File: config.mk
export PLATFORM = sky130hd
export DESIGN_NAME = walksat_core
export DESIGN_NICKNAME = d
export VERILOG_FILES = /design/src/rtl/walksat_core.sv
export SDC_FILE = /design/constraint.sdc
export NUM_CORES = 2
export LEC_CHECK = 0
export ABC_CLOCK_PERIOD_IN_PS = 5400
export BUFFER_PORTS_ARGS = -buffer_cell sky130_fd_sc_hd__buf_2
export CORE_MARGIN = 3
export CORE_UTILIZATION = 55
export CTS_CLUSTER_DIAMETER = 80
export DETAILED_ROUTE_END_ITERATION = 6
export PLACE_DENSITY = 0.71
export RECOVER_POWER = 100
export SLEW_MARGIN = 20
export SYNTH_ARGS = -nofsm -noshare
export SYNTH_HDL_FRONTEND = slang
export SYNTH_SLANG_ARGS = --single-unit
export TNS_END_PERCENT = 30
File: constraint.sdc
create_clock -name clk -period 5.4 [get_ports clk]
set_input_delay 0.81 -clock clk [delete_from_list [all_inputs] [get_ports clk]]
set_output_delay 0.81 -clock clk [all_outputs]
set_load 0.1 [all_outputs]
File: src/rtl/walksat_core.sv
`default_nettype none
// ============================================================================
// walksat_core : WalkSAT-style 3-SAT local-search engine with command port
// Rev 1.0
// ============================================================================
module walksat_core #(
    parameter int NVARS     = 128,
    parameter int NCLAUSES  = 64,
    parameter int FW        = 16,
    parameter int MAX_FLIPS = 1000,
    parameter int LW        = $clog2(NVARS) + 1
) (
    input  logic          clk,
    input  logic          rst,
    input  logic [2:0]    cmd_i,
    input  logic          cmd_valid_i,
    output logic          cmd_ready_o,
    input  logic [LW-1:0] bus_a_i,
    input  logic [LW-1:0] bus_b_i,
    input  logic [LW-1:0] bus_c_i,
    output logic          sat_o,
    output logic          unsat_o,
    output logic          busy_o,
    output logic          ovf_o,
    output logic [7:0]    exbus_o,
    output logic          exbus_valid_o,
    output logic [FW-1:0] flip_count_o
);
    localparam int IW     = LW - 1;
    localparam int CW     = $clog2(NCLAUSES + 1);
    localparam int AW     = (NCLAUSES > 1) ? $clog2(NCLAUSES) : 1;
    localparam int NBEATS = NVARS / 8;
    localparam int BW     = $clog2(NBEATS + 1);

    localparam logic [CW-1:0] C_NCLAUSES  = CW'(NCLAUSES);
    localparam logic [FW-1:0] C_MAX_FLIPS = FW'(MAX_FLIPS);
    localparam logic [BW-1:0] C_NBEATS    = BW'(NBEATS);
    localparam logic [15:0]   C_LFSR_INIT = 16'hACE1;
    localparam logic [15:0]   C_LFSR_TAPS = 16'hB400;

    localparam logic [2:0] C_CMD_RST_MODEL = 3'd0;
    localparam logic [2:0] C_CMD_RST_STATE = 3'd1;
    localparam logic [2:0] C_CMD_INS       = 3'd2;
    localparam logic [2:0] C_CMD_GET       = 3'd3;
    localparam logic [2:0] C_CMD_WALK      = 3'd4;
    localparam logic [2:0] C_CMD_SEED      = 3'd5;

    typedef enum logic [2:0] {
        S_IDLE = 3'd0,
        S_SCAN = 3'd1,
        S_EVAL = 3'd2,
        S_FLIP = 3'd3,
        S_DONE = 3'd4,
        S_GET  = 3'd5
    } state_t;

    state_t          state_q;
    logic            cmd_ready_q;
    logic            sat_q;
    logic            unsat_q;
    logic            busy_q;
    logic            ovf_q;
    logic [7:0]      exbus_q;
    logic            exbus_valid_q;
    logic [FW-1:0]   flip_count_q;
    logic [CW-1:0]   count_q;
    logic [NVARS-1:0] asg_q;
    logic [15:0]     lfsr_q;
    logic [AW-1:0]   scan_q;
    logic [AW-1:0]   clause_q;
    logic            found_q;
    logic [BW-1:0]   beat_q;

    logic [3*LW-1:0] mem_q [NCLAUSES];

    logic            w_accept;
    logic            w_ins_wr;
    logic [3*LW-1:0] w_scan_clause;
    logic            w_scan_unsat;
    logic [AW-1:0]   w_last;
    logic [IW-1:0]   w_flip_idx;
    logic            w_flip_ok;
    logic [15:0]     lfsr_d;
    logic [15:0]     w_seed;
    logic [7:0]      w_byte;

    // Indices past NVARS read as constant false regardless of the negation bit.
    function automatic logic lit_true(input logic [NVARS-1:0] asg, input logic [LW-1:0] lit);
        logic [31:0] idx32;
        idx32    = 32'(lit[IW-1:0]);
        lit_true = (idx32 < 32'(NVARS)) ? (asg[lit[IW-1:0]] ^ lit[LW-1]) : 1'b0;
    endfunction

    assign w_accept      = cmd_valid_i && cmd_ready_q;
    assign w_ins_wr      = w_accept && (cmd_i == C_CMD_INS) && (count_q != C_NCLAUSES);
    assign w_scan_clause = mem_q[scan_q];
    assign w_scan_unsat  = !(lit_true(asg_q, w_scan_clause[3*LW-1 -: LW]) ||
                             lit_true(asg_q, w_scan_clause[2*LW-1 -: LW]) ||
                             lit_true(asg_q, w_scan_clause[LW-1 -: LW]));
    assign w_last        = AW'(count_q - CW'(1));
    assign lfsr_d        = {1'b0, lfsr_q[15:1]} ^ (lfsr_q[0] ? C_LFSR_TAPS : 16'h0000);
    assign w_seed        = 16'({bus_a_i, bus_b_i});
    assign w_byte        = 8'(asg_q >> {beat_q, 3'b000});
    assign w_flip_ok     = 32'(w_flip_idx) < 32'(NVARS);

    // LFSR value 3 falls back to the first literal.
    always_comb begin
        w_flip_idx = mem_q[clause_q][3*LW-2 -: IW];
        case (lfsr_q[1:0])
            2'd1:    w_flip_idx = mem_q[clause_q][2*LW-2 -: IW];
            2'd2:    w_flip_idx = mem_q[clause_q][LW-2 -: IW];
            default: ;
        endcase
    end

    always_ff @(posedge clk) begin
        if (w_ins_wr) begin
            mem_q[count_q[AW-1:0]] <= {bus_a_i, bus_b_i, bus_c_i};
        end
    end

    always_ff @(posedge clk) begin
        if (rst) begin
            state_q       <= S_IDLE;
            cmd_ready_q   <= 1'b1;
            sat_q         <= 1'b0;
            unsat_q       <= 1'b0;
            busy_q        <= 1'b0;
            ovf_q         <= 1'b0;
            exbus_q       <= 8'h00;
            exbus_valid_q <= 1'b0;
            flip_count_q  <= '0;
            count_q       <= '0;
            asg_q         <= '0;
            lfsr_q        <= C_LFSR_INIT;
            scan_q        <= '0;
            clause_q      <= '0;
            found_q       <= 1'b0;
            beat_q        <= '0;
        end else begin
            case (state_q)
                S_IDLE: begin
                    if (w_accept) begin
                        case (cmd_i)
                            C_CMD_RST_MODEL: begin
                                count_q <= '0;
                                ovf_q   <= 1'b0;
                                sat_q   <= 1'b0;
                                unsat_q <= 1'b0;
                            end
                            C_CMD_RST_STATE: begin
                                asg_q        <= '0;
                                flip_count_q <= '0;
                                sat_q        <= 1'b0;
                                unsat_q      <= 1'b0;
                            end
                            C_CMD_INS: begin
                                if (count_q == C_NCLAUSES) ovf_q <= 1'b1;
                                else                       count_q <= count_q + CW'(1);
                            end
                            C_CMD_GET: begin
                                state_q     <= S_GET;
                                beat_q      <= '0;
                                busy_q      <= 1'b1;
                                cmd_ready_q <= 1'b0;
                            end
                            C_CMD_WALK: begin
                                sat_q        <= 1'b0;
                                unsat_q      <= 1'b0;
                                flip_count_q <= '0;
                                busy_q       <= 1'b1;
                                cmd_ready_q  <= 1'b0;
                                scan_q       <= '0;
                                found_q      <= 1'b0;
                                state_q      <= (count_q == '0) ? S_EVAL : S_SCAN;
                            end
                            C_CMD_SEED: begin
                                lfsr_q <= (w_seed == 16'h0000) ? C_LFSR_INIT : w_seed;
                            end
                            default: ;
                        endcase
                    end
                end
                S_SCAN: begin
                    if (w_scan_unsat && !found_q) begin
                        found_q  <= 1'b1;
                        clause_q <= scan_q;
                    end
                    if (scan_q == w_last) state_q <= S_EVAL;
                    else                  scan_q  <= scan_q + AW'(1);
                end
                S_EVAL: begin
                    state_q <= (!found_q || flip_count_q == C_MAX_FLIPS) ? S_DONE : S_FLIP;
                end
                S_FLIP: begin
                    if (w_flip_ok) asg_q[w_flip_idx] <= ~asg_q[w_flip_idx];
                    flip_count_q <= flip_count_q + FW'(1);
                    lfsr_q       <= lfsr_d;
                    scan_q       <= '0;
                    found_q      <= 1'b0;
                    state_q      <= S_SCAN;
                end
                S_DONE: begin
                    sat_q       <= !found_q;
                    unsat_q     <= found_q;
                    busy_q      <= 1'b0;
                    cmd_ready_q <= 1'b1;
                    state_q     <= S_IDLE;
                end
                S_GET: begin
                    if (beat_q == C_NBEATS) begin
                        exbus_q       <= 8'h00;
                        exbus_valid_q <= 1'b0;
                        busy_q        <= 1'b0;
                        cmd_ready_q   <= 1'b1;
                        state_q       <= S_IDLE;
                    end else begin
                        exbus_q       <= w_byte;
                        exbus_valid_q <= 1'b1;
                        beat_q        <= beat_q + BW'(1);
                    end
                end
                default: state_q <= S_IDLE;
            endcase
        end
    end

    assign cmd_ready_o   = cmd_ready_q;
    assign sat_o         = sat_q;
    assign unsat_o       = unsat_q;
    assign busy_o        = busy_q;
    assign ovf_o         = ovf_q;
    assign exbus_o       = exbus_q;
    assign exbus_valid_o = exbus_valid_q;
    assign flip_count_o  = flip_count_q;

endmodule
`default_nettype wire

==> run metrics <==
status=finished with violations; failing checks=capacitance limit, slew limit; via/cell ratio=~7.4; dpl ws=-0.224 ns; mapped cell area=85,500 sq um; Synth Net Count=between 5,000 and 6,000; P_leak=roughly 0.029 uW; Post-route DRC=0; worst-margin pin slew=3.23 ns; Avg Synthesized Cell Area=16.7 sq um; #FFs+latches synth=1,750; max_slew headroom=-115%; worst min-delay path category=primary input to register; post-DR wirelength/cell=37.3 um; Clock power frac=36.6%; Power Dens Cells=353 nW/um^2; post-route clock period utilization=99.5%; Gate power share=around 19%; largest net degree at the start of global routing=92; Area contributors post-synth=edfxtp_1 54%, mux4_2 22%, mux2i_1 5.0%; CP startpoint kind=register; area share of the leading cell type in the synthesized netlist=53.9%; Crit path largest cell delay=1.61 ns; aggregate routed wire length=281,000 um; CP max stage cell=nor2_1; Yosys cell types=89; IO buf count=59; critical path class=register to register; later-pin clock latency in the skew report=around 0.82 ns; part of the power in registers=44.1%; CTS sink cnt=1,750; Pint=24,400 uW; CTS clock-pin slew for the worst setup and hold paths=0.06 ns; Post-synth top cells=1,536 x edfxtp_1, 824 x mux4_2, 430 x mux2i_1; max frequency=about 190 MHz; first-pass GRT wire length=400,000 um; ys async rst share=0%; Hold Buf Count CTS=0; RSZ-0062 raised after global routing=no; GR Util All Layers=34.9%; P&R area growth vs syn=11.6%; row count=144; maximum VDD drop=361 uV; Final WS setup=0.0252 ns; Clock Tree Buf Depth=3; DRT antenna net count=0; NetSw=9310 uW; critical path arrival=between 5 and 6 ns; CP endpoint kind=register; Final Util=61.9%; vias in the first global route=54,176; max cap viols=40; vias=55,753; share of cells above drive strength 1=28.5%; IO Count=60; Layout Cell Area excl Fill=95,400 sq um; clock root cell=clkbuf_16; Synth warnings=0; global route total overflow=0; die height=400 um; Final Max Tran Viols=around 1,800; Area after DPL=89,900 sq um; Synth Flop Type=edfxtp_1; Die Width=roughly 400 um; cell taking the most area after synthesis=edfxtp_1; CTS Buf Count=182; top-count cell post-synth=edfxtp_1; Final Skew=0.0615 ns; switch share=between 20% and 30%; die area=160,000 sq um; EDFF count, synth=1,536; Final min period=5.37 ns; Synth Instances=5,134; Post-DP HPWL=180,000 um; Critical Path Fanout Max=16; Initial Utilization=55.4%; DRT iter0 DRCs=9,156; Final Hold Fails=0; Worst EP required=5.86 ns; nets=approximately 5,400; CTS tree=yes; setup_tns=0 ns; Setup violations, final=0; GPL Wtd Cong=1.00; crit path cell chain=inv_1 -> ha_1 -> and2_0 -> nand2_1 -> and3_1 -> and2_0 -> nand2_1 -> nor2_1 -> clkbuf_4; drt first pass iters=6; H-tree levels=4; initial antenna violation count=15; Floorplan Core Area=154,000 sq um; register area share after synthesis=59.0%
-- worst max-delay path: cells and delay by family, from the launching register on --
family | cells | cell delay (ns)
adder cells (fa/ha/maj) | 1 | 0.30
buffers and inverters | 2 | 0.94
flip-flops | 1 | 0.52
AND/OR/NAND/NOR | 6 | 3.22
-- routing by layer --
layer	track usage (%)	up-vias	wire, um
met5	0	-	40
met4	15.0	6	13600
met3	10.4	749	40200
met2	51.6	4436	127000
met1	48.7	28764	101000
li1	-	21798	-
-- repair_timing --
item	CTS	global route
setup buffers	0	19
pin swaps	0	3
gates resized for setup	3	15
endpoints found under the setup margin	13	34
gates cloned	1	1
-- worst paths after layout --
kind	slack, ns	depth (start not counted)	startpoint	endpoint
worst max-delay path	0.03	9	count_q[0]	mem_q[35][5]
worst max register to register	0.03	9	count_q[0]	mem_q[35][5]
worst min-delay path	0.43	1	bus_a_i[2]	mem_q[5][18]
worst min register to register	0.44	2	clause_q[2]	register
-- stage by stage --
stage          total power [uW]  cells  hold slack [ns]
6_report                  33700   7541            0.426
4_1_cts                   33600   7515            0.275
3_5_place_dp              21400   7178            0.447
2_1_floorplan             19500   5134            0.432
5_1_grt                   34700   7536            0.403
3_3_place_gp              21300   7177            0.435
-- layout by cell type, fill, tap and decap left out, drive strengths merged, types with 9 or more instances in the layout --
cell and instances:
xnor2 10, bufinv 12, and2 20, clkinv 87, mux2i 430, nor4 14, nand2 219, ha 9
a311oi 10, or3 16, nor3 57, a21oi 163, o22ai 32, o221ai 9, a211oi 29, nand3 114
mux4 824, a31oi 27, mux2 28, buf 288, nor2 217, o211ai 100, nand4 22, o31ai 10
o2111ai 10, dfxtp 214, nand2b 26, a221oi 16, nor3b 9, or2 12, nor2b 40, o21ai 214
edfxtp 1536, and3 15, clkbuf 372, a22oi 131, xor2 19, inv 50, a22o 9
-- logic make-up (layout without fill, tap and decap cells) --
group	Yosys count	count (layout)	synth area share [%]
adder cells (fa/ha/maj)	9	9	0.132
flip-flops	1750	1750	59.0
other	0	6	0
AO/OA/AOI/OAI	813	813	6.18
buffers and inverters	455	812	2.92
multiplexers	1282	1282	27.1
XOR/XNOR	29	29	0.297
AND/OR/NAND/NOR	796	796	4.41
-- sequential cells by signal, indices dropped and copies added, names as in the netlist, named ones only --
register,cells
mem_q,1536
exbus_valid_o,1
beat_q,5
sat_o,1
clause_q,6
unsat_o,1
ovf_o,1
state_q,3
scan_q,6
count_q,7
flip_count_o,16
cmd_ready_o,1
found_q,1
busy_o,1
exbus_o,8
lfsr_q,16
asg_q,128
-- power by group through the flow --
stage	Combinational, uW	Clock (uW)	Sequential, uW
floorplan	4410	0	15100
global placement	6200	0	15100
detailed placement	6240	0	15100
finish	6510	12300	14900
global route	6800	13000	14900
CTS	6300	12400	14800
-- cell type report --
| cell class | count | area (sq um) |
|---|---|---|
| diodes | 6 | 15.0 |
| clock buffers | 226 | 4780 |
| clock inverters | 110 | 1050 |
| fillers | 11047 | 58800 |
| inverters | 41 | 156 |
| multi-input cells | 2929 | 33000 |
| flip-flops and latches | 1750 | 50400 |
| well taps | 2044 | 2560 |
| repair buffers | 435 | 3410 |
No activity file was read; power rests on OpenSTA's default activity.
